File: src/rtl/display_phase_ctrl.sv
// Game-phase sequencer for the VGA layer mux: frame-synchronous phase FSM that
// drives per-layer enables, the RGB dimmer fade level and the loot reload pulse.
module display_phase_ctrl #(
    parameter int FADE_FRAMES  = 8,
    parameter int HOLD_FRAMES  = 120,
    parameter int BLINK_FRAMES = 16,
    parameter int MAX_LEVEL    = 9
) (
    input  logic       clk,
    input  logic       resetN,
    input  logic       startOfFrame,
    input  logic       start_game,
    input  logic       level_done,
    input  logic       time_up,
    input  logic       restart,
    input  logic       time_low,
    output logic [6:0] layer_en,
    output logic       title_en,
    output logic [1:0] fade_level,
    output logic [2:0] phase,
    output logic [3:0] level_idx,
    output logic       new_level
);

    localparam logic [2:0] S_TITLE     = 3'd0;
    localparam logic [2:0] S_FADE_IN   = 3'd1;
    localparam logic [2:0] S_PLAY      = 3'd2;
    localparam logic [2:0] S_LEVEL_END = 3'd3;
    localparam logic [2:0] S_FADE_OUT  = 3'd4;
    localparam logic [2:0] S_GAME_OVER = 3'd5;

    localparam logic [6:0] MASK_TITLE = 7'b0000001;
    localparam logic [6:0] MASK_ALL   = 7'b1111111;
    localparam logic [6:0] MASK_LEND  = 7'b0100101;
    localparam logic [6:0] MASK_OVER  = 7'b0100001;

    localparam logic [7:0] FADE_THR  = 8'(FADE_FRAMES - 1);
    localparam logic [7:0] HOLD_THR  = 8'(HOLD_FRAMES - 1);
    localparam logic [7:0] BLINK_THR = 8'(BLINK_FRAMES - 1);
    localparam logic [3:0] LVL_MAX   = 4'(MAX_LEVEL);

    // pend bit order: [3]restart [2]time_up [1]level_done [0]start_game
    logic [3:0] pend, pend_nx, ev_in, ev;
    logic [2:0] state, state_nx;
    logic [6:0] layer_nx;
    logic       title_nx;
    logic [1:0] fade_nx;
    logic [3:0] level_nx;
    logic       newl_nx;
    logic [7:0] frame_cnt, frame_nx, frame_inc;
    logic       blink, blink_nx;
    logic [7:0] blink_cnt, bcnt_nx;
    logic       go_over, go_nx;

    assign ev_in     = {restart, time_up, level_done, start_game};
    assign ev        = pend | ev_in;
    assign pend_nx   = startOfFrame ? 4'b0000 : ev;
    assign frame_inc = frame_cnt + 8'd1;
    assign phase     = state;

    always_comb begin
        state_nx = state;
        layer_nx = layer_en;
        title_nx = title_en;
        fade_nx  = fade_level;
        level_nx = level_idx;
        newl_nx  = 1'b0;
        frame_nx = frame_cnt;
        blink_nx = blink;
        bcnt_nx  = blink_cnt;
        go_nx    = go_over;
        if (startOfFrame) begin
            frame_nx = frame_inc;
            // Blink only runs in PLAY; everywhere else it idles visible.
            blink_nx = 1'b1;
            bcnt_nx  = 8'd0;
            case (state)
                S_TITLE: begin
                    if (ev[0]) begin
                        state_nx = S_FADE_IN;
                        layer_nx = MASK_ALL;
                        title_nx = 1'b0;
                        fade_nx  = 2'd3;
                        level_nx = 4'd0;
                        newl_nx  = 1'b1;
                        frame_nx = 8'd0;
                    end
                end
                S_FADE_IN: begin
                    if (ev[3]) begin
                        state_nx = S_TITLE;
                        layer_nx = MASK_TITLE;
                        title_nx = 1'b1;
                        fade_nx  = 2'd3;
                        frame_nx = 8'd0;
                    end else if (frame_cnt == FADE_THR) begin
                        frame_nx = 8'd0;
                        if (fade_level <= 2'd1) begin
                            state_nx = S_PLAY;
                            fade_nx  = 2'd0;
                            layer_nx = MASK_ALL;
                        end else begin
                            fade_nx = fade_level - 2'd1;
                        end
                    end
                end
                S_PLAY: begin
                    if (time_low) begin
                        if (blink_cnt == BLINK_THR) begin
                            blink_nx = ~blink;
                            bcnt_nx  = 8'd0;
                        end else begin
                            blink_nx = blink;
                            bcnt_nx  = blink_cnt + 8'd1;
                        end
                    end
                    layer_nx = {5'b11111, blink_nx, 1'b1};
                    if (ev[2]) begin
                        state_nx = S_FADE_OUT;
                        go_nx    = 1'b1;
                        blink_nx = 1'b1;
                        bcnt_nx  = 8'd0;
                        layer_nx = MASK_ALL;
                        frame_nx = 8'd0;
                    end else if (ev[1]) begin
                        state_nx = S_LEVEL_END;
                        blink_nx = 1'b1;
                        bcnt_nx  = 8'd0;
                        layer_nx = MASK_LEND;
                        frame_nx = 8'd0;
                    end else if (ev[3]) begin
                        state_nx = S_TITLE;
                        blink_nx = 1'b1;
                        bcnt_nx  = 8'd0;
                        layer_nx = MASK_TITLE;
                        title_nx = 1'b1;
                        fade_nx  = 2'd3;
                        frame_nx = 8'd0;
                    end
                end
                S_LEVEL_END: begin
                    if (ev[3]) begin
                        state_nx = S_TITLE;
                        layer_nx = MASK_TITLE;
                        title_nx = 1'b1;
                        fade_nx  = 2'd3;
                        frame_nx = 8'd0;
                    end else if (frame_cnt == HOLD_THR) begin
                        state_nx = S_FADE_OUT;
                        go_nx    = 1'b0;
                        frame_nx = 8'd0;
                    end
                end
                S_FADE_OUT: begin
                    if (ev[3]) begin
                        state_nx = S_TITLE;
                        layer_nx = MASK_TITLE;
                        title_nx = 1'b1;
                        fade_nx  = 2'd3;
                        frame_nx = 8'd0;
                    end else if (frame_cnt == FADE_THR) begin
                        frame_nx = 8'd0;
                        if (fade_level >= 2'd2) begin
                            if (go_over) begin
                                state_nx = S_GAME_OVER;
                                layer_nx = MASK_OVER;
                                fade_nx  = 2'd0;
                            end else begin
                                state_nx = S_FADE_IN;
                                layer_nx = MASK_ALL;
                                fade_nx  = 2'd3;
                                level_nx = (level_idx >= LVL_MAX) ? 4'd0 : level_idx + 4'd1;
                                newl_nx  = 1'b1;
                            end
                        end else begin
                            fade_nx = fade_level + 2'd1;
                        end
                    end
                end
                S_GAME_OVER: begin
                    if (ev[3]) begin
                        state_nx = S_TITLE;
                        layer_nx = MASK_TITLE;
                        title_nx = 1'b1;
                        fade_nx  = 2'd3;
                        frame_nx = 8'd0;
                    end
                end
                default: begin
                    state_nx = S_TITLE;
                    layer_nx = MASK_TITLE;
                    title_nx = 1'b1;
                    fade_nx  = 2'd3;
                    frame_nx = 8'd0;
                end
            endcase
        end
    end

    always_ff @(posedge clk or negedge resetN) begin
        if (!resetN) begin
            state      <= S_TITLE;
            layer_en   <= MASK_TITLE;
            title_en   <= 1'b1;
            fade_level <= 2'd3;
            level_idx  <= 4'd0;
            new_level  <= 1'b0;
            pend       <= 4'b0000;
            frame_cnt  <= 8'd0;
            blink      <= 1'b1;
            blink_cnt  <= 8'd0;
            go_over    <= 1'b0;
        end else begin
            state      <= state_nx;
            layer_en   <= layer_nx;
            title_en   <= title_nx;
            fade_level <= fade_nx;
            level_idx  <= level_nx;
            new_level  <= newl_nx;
            pend       <= pend_nx;
            frame_cnt  <= frame_nx;
            blink      <= blink_nx;
            blink_cnt  <= bcnt_nx;
            go_over    <= go_nx;
        end
    end

endmodule

File: config.mk
export PLATFORM = sky130hd
export DESIGN_NAME = display_phase_ctrl
export DESIGN_NICKNAME = d
export VERILOG_FILES = /design/src/rtl/display_phase_ctrl.sv
export SDC_FILE = /design/constraint.sdc
export NUM_CORES = 1
export LEC_CHECK = 0
export CAP_MARGIN = 5
export CORE_MARGIN = 5
export CORE_UTILIZATION = 45
export DETAILED_ROUTE_END_ITERATION = 8
export GPL_ROUTABILITY_DRIVEN = 0
export GPL_TIMING_DRIVEN = 0
export PLACE_DENSITY = 0.62
export REMOVE_ABC_BUFFERS = 1
export SYNTH_ARGS = -nofsm -noshare
export SYNTH_HDL_FRONTEND = slang
export SYNTH_SLANG_ARGS = --single-unit
File: constraint.sdc
create_clock -name clk -period 2.55 [get_ports clk]
set_input_delay 0.51 -clock clk [delete_from_list [all_inputs] [get_ports clk]]
set_output_delay 0.51 -clock clk [all_outputs]
set_load 0.02 [all_outputs]
==> results of run 1 <==
routing by layer:
metal,part of all wire [%],vias to the layer above,GRT usage (%)
met2,49,46,28.1
met5,0,-,0
met4,0.83,0,3.49
met3,5.3,6,3.73
li1,-,990,-
met1,45,963,24.8
worst paths after layout:
kind	end	slack, ns	cells after the start
max in group asynchronous	phase[2]	1.68	1
worst max register to register	fade_level[0]	0.30	6
worst min register to register	layer_en[2]	0.50	2
worst max-delay path	phase[0]	0.16	1
worst min-delay path	new_level	0.31	1
min in group clk	layer_en[2]	0.50	2
per-stage QoR:
step	TNS, ns	worst slack [ns]
floorplan	0	0.541
global placement	-1.55	-0.294
detailed placement	-1.69	-0.307
CTS	0	0.00332
global route	0	0.0454
finish	0	0.160
worst register-to-register path: stages (launching register included):
cell      delay [ns]
dfrtp_1         0.67
or2_4           0.42
o41ai_4         0.41
a31oi_4         0.11
and3_1          0.22
mux2i_1         0.14
a311oi_1        0.20
sequential cells by signal, summed over array words and instances (netlist names):
register,cells
phase,3
frame_cnt,8
title_en,1
blink_cnt,8
level_idx,4
fade_level,2
layer_en,4
go_over,1
new_level,1
pend,4
blink,1
cell usage in the layout, fill, tap and decap left out, types with 2 or more instances in the layout:
master | netlist | layout
a21o_1 | 2 | 2
a21oi_1 | 16 | 16
a21oi_2 | 2 | 2
a22oi_1 | 2 | 2
and3_1 | 5 | 5
clkbuf_8 | 0 | 5
clkdlybuf4s50_1 | 0 | 22
dfrtp_1 | 33 | 32
dfstp_2 | 4 | 4
ha_1 | 5 | 5
inv_1 | 12 | 12
mux2_2 | 2 | 2
nand2_1 | 34 | 34
nand2b_1 | 2 | 2
nand3_1 | 8 | 8
nand4_1 | 7 | 7
nor2_1 | 35 | 35
nor3_1 | 7 | 7
nor4_1 | 3 | 3
nor4_2 | 2 | 2
nor4_4 | 2 | 2
o211ai_1 | 2 | 2
o21ai_0 | 20 | 20
o221ai_1 | 2 | 2
o22a_1 | 3 | 3
o31ai_1 | 3 | 3
o32ai_1 | 2 | 2
or2_2 | 3 | 3
xnor2_1 | 4 | 4
xor2_1 | 4 | 4
kinds of logic after synthesis:
logic type	count (synthesis)
fa+ha+maj	5
other cells	1
compound gates	69
simple gates	119
buf+inv	26
mux	3
xor+xnor	8
flops	37
report_power, final:
group / internal [mW] / leakage (nW) / switching [mW] / total, mW
Combinational: 0.458 / 0.548 / 0.622 / 1.08
Sequential: 0.695 / 0.479 / 0.204 / 0.899
Clock: 0.293 / 0.0543 / 0.230 / 0.523
area by class of cell:
cell class	instances	share of cell area, %
Clock buffer	5	2.54
Inverter	12	1.67
Timing Repair Buffer	24	8.79
Sequential cell	37	34.5
Clock inverter	3	1.71
Tap cell	70	3.24
Multi-Input combinational cell	205	47.6
timing repair:
item	CTS	global route
hold buffers	0	0
setup endpoints to repair	0	6
buffers inserted	0	0
resized for setup	0	2
==> reports/results.txt, run 1 <==
status = finished, final reports clean
area leader, netlist = dfrtp_1
PwrDens = 925 nW/um^2
Critical-path top delay cell = dfrtp_1
clock tree buffer depth = 2
share of layout cells above drive strength 1 = 11.9%
final core utilization = 53.3%
number of CTS-inserted buffers = 5
cells after synthesis = 268
relative slew slack = 38.1%
top post-synthesis cells by count = nor2_1 (35), nand2_1 (34), dfrtp_1 (33)
Post-Route WL = 5330 um
CTS tree = built
CTS clock-pin slew for the worst setup and hold paths = 0.08 ns
PortBufs = 24
Top Ports = 26
largest net degree at the start of global routing = 38
DRC = 0
WHS = 0.315 ns
Final Cycle Share = 93.7%
Clock Sinks = 37
Post-Synth Adder-Cell Area = 2.68%
synth top area cells = dfrtp_1 (35%), nor2_1 (5.6%), nand2_1 (5.5%)
register area share after synthesis = 39.9%
ys async rst share = 100%
via count = 2005
DIE HEIGHT = 82.0 um
Critical Path AT = 1.88 ns
critical path launch point type = flop
ANT nets after route = 0
die area = 6730 sq um
DIE WIDTH = 82.0 um
#FFs+latches synth = 37
Power Total = 2.50 mW
RSZ-0062 raised after global routing = no
EDFF count, synth = 0
area grow syn2layout = 15.9%
number of global-route vias before repair = 1823
most frequent cell after synthesis = nor2_1
H-tree lvl count = 2
Ys Warns = 0
post-DR wirelength/cell = 15.0 um
Layout Cells excl Fill = 356
core area = 5070 sq um
Tmin final = 2.39 ns
Root Driver = clkbuf_8
Finished Cell Area = 2710 sq um
First-pass DRT Iterations = 4
Clock Skew = 0.00613 ns
largest family of logic cells by synthesized area = simple AND/OR/NAND/NOR gates
final hold violation count = 0
multi-input logic area = 1290 sq um
Final setup viols = 0
Crit. End Element = output port
top cell type's share of synthesized area = 35.4%
CP Class = reg -> out
Congestion Overflow GR = 0
# nets final = 298
antenna cells = 0
FP Rows = 26
Lkg Pwr = 1.08 nW
syn avg cell area = 8.71 sq um
Fillers = 505
worst ir drop on vdd = 0.397 mV
Compound-Gate Fraction of Synth Area = 21.5%
Worst Path Buf+Inv = 1
Seq. cell area = 932 sq um
first-pass GRT wire length = 9180 um
critical path cell sequence = clkdlybuf4s50_1
mux contribution to synthesized area = 1.39%
Hold WC Path Type = in -> async
drt first-iter violations = 202
Synth Area in Simple Gates = 26.4%
Slew Viols, Final = 0
CP max stage delay = 0.85 ns
Clk Latency, worst-skew pair = 0.29 ns
Initial Util = 46.0%
CP max FO = 26
xor and xnor area share after synthesis = 3.00%
CP delay by family, top = flip-flops
max capacitance violation total = 0
count of cell types in the netlist = 60
required time of the critical path = 2.04 ns
worst reg2reg path startpoint = phase[0]
placed cells = 348
Main synth FF type = dfrtp_1
antenna violations before repair = 0
Netlist Area Pre-Place = 2330 sq um
cell area after placement = 2590 sq um
Vias per Instance = 5.63
Tightest Pin Transition = 0.928 ns
Max Fclk = 418 MHz
GR Util All Layers = 17.6%
DP Wirelength = 3750 um
crit path launch = phase[0]
Note: power is estimated with default switching activity, not from simulation.
==> run 2: changes to the inputs <==
Settings changed: DONT_BUFFER_PORTS set to 1, PLACE_DENSITY 0.62 to 0.56, SLEW_MARGIN set to 20.
==> run 2 against run 1 <==
Hold slack worse by 0.26 ns. Combinational power is 30% lower. Non-clock buffer count is 23 lower. Global-route usage is 0.31 points lower. Flip-flop and latch count stayed put.
==> reports/results.txt, run 2 (same netlist as run 1, synthesis figures left out) <==
DRC = 0
DIE WIDTH = 82.0 um
Vias per Instance = 5.63
PwrDens = 926 nW/um^2
Clock Sinks = 37
required time of the critical path = 2.74 ns
most frequent cells in the layout = nor2_1 (35), nand2_1 (34), dfrtp_1 (31)
CTS clock-pin slew for the worst setup and hold paths = 0.08 ns
Hold WC Path Type = in -> async
GR Util All Layers = 17.3%
top flop regs = blink_cnt: 8 flops, frame_cnt: 8 flops
Congestion Overflow GR = 0
# nets final = 275
first-pass GRT wire length = 8930 um
drt first-iter violations = 170
Post-Route WL = 5140 um
worst ir drop on vdd = 0.424 mV
FF-to-FF path depth = 6
commonest non-fill, non-tap cell in the layout = nor2_1
max capacitance violation total = 0
status = finished, final reports clean
CP max stage delay = 0.72 ns
FP Rows = 26
Initial Util = 46.0%
Crit. End Element = flop
critical path cell sequence = or2_4, o41ai_4, a31oi_4, and3_1, mux2i_1, a311oi_1
DP Wirelength = 3610 um
Clk Latency, worst-skew pair = 0.28 ns
CP Class = reg -> reg
post-DR wirelength/cell = 15.4 um
Max Fclk = 428 MHz
CP delay by family, top = compound AO/OA/AOI/OAI gates
CP max FO = 26
antenna violations before repair = 0
relative slew slack = 39.2%
CTS tree = built
share of layout cells above drive strength 1 = 13.3%
PortBufs = 0
area grow syn2layout = 6.81%
Critical-path top delay cell = dfrtp_1
Root Driver = clkbuf_8
Worst path depth = 6
final core utilization = 49.1%
core area = 5070 sq um
antenna cells = 0
Worst Path Buf+Inv = 0
Final Cycle Share = 91.7%
largest net degree at the start of global routing = 34
final hold violation count = 0
clock tree buffer depth = 2
RSZ-0062 raised after global routing = no
via count = 1875
Final setup viols = 0
Slew Viols, Final = 0
number of global-route vias before repair = 1875
Top Ports = 26
setup_tns = 0 ns
critical path launch point type = flop
H-tree lvl count = 2
Tightest Pin Transition = 0.912 ns
First-pass DRT Iterations = 4
die area = 6730 sq um
Critical Path AT = 2.53 ns
Tmin final = 2.34 ns
ANT nets after route = 0
Lkg Pwr = 0.992 nW
number of CTS-inserted buffers = 5
Clock Skew = 0.00433 ns
DIE HEIGHT = 82.0 um
run 2: power breakdown:
group | internal (mW) | total [mW] | switching, mW | leakage (nW)
sequential | 0.697 | 1.02 | 0.327 | 0.477
clock | 0.318 | 0.529 | 0.211 | 0.0574
combinational | 0.306 | 0.756 | 0.450 | 0.457
run 2: layout make-up:
type	instances	area, sq um
Fill cell	511	2580
Multi-Input combinational cell	205	1290
Sequential cell	37	933
Tap cell	70	87.6
Clock buffer	6	82.6
Inverter	12	45.0
Clock inverter	2	37.5
Timing Repair Buffer	1	20.0
run 2: worst register-to-register path, delay by kind of cell (launching register included):
kind | cells | cell delay (ns)
AO/OA/AOI/OAI | 3 | 0.74
flip-flops | 1 | 0.72
AND/OR/NAND/NOR | 2 | 0.66
multiplexers | 1 | 0.12
run 2: worst paths after layout:
check                        startpoint            end  slack [ns]
max reg2reg                    phase[0]  fade_level[0]        0.21
min in group clk           startOfFrame        pend[0]        0.29
min                              resetN      new_level        0.05
max in group asynchronous        resetN       phase[1]        2.31
min reg2reg                       blink          blink        0.53
max                            phase[0]  fade_level[0]        0.21
run 2: what timing repair did:
item,4_1_cts,5_1_grt
setup endpoints to repair,0,3
setup buffers,0,0
hold buffers,1,0
endpoints found under the hold margin,33,0
gates resized for setup,0,2
run 2: metal layers:
layer	wire (um)	vias up	global-route usage, %	part of all wire (%)
met5	0	-	0	0
met4	40	0	4.98	0.78
met3	190	5	3.62	3.7
met2	2470	24	29.2	48
met1	2440	903	22.3	47
li1	-	943	-	-
run 2: through the flow:
stage	setup WS [ns]	cells	power [mW]	area [sq um]	hold WS, ns
2_1_floorplan	0.541	254	1.59	2260	0.214
3_3_place_gp	0.110	324	1.78	2350	0.216
3_5_place_dp	0.123	324	1.78	2350	0.216
4_1_cts	0.121	333	2.33	2490	0.0470
5_1_grt	0.0329	333	2.48	2490	0.0448
6_report	0.212	333	2.31	2490	0.0514
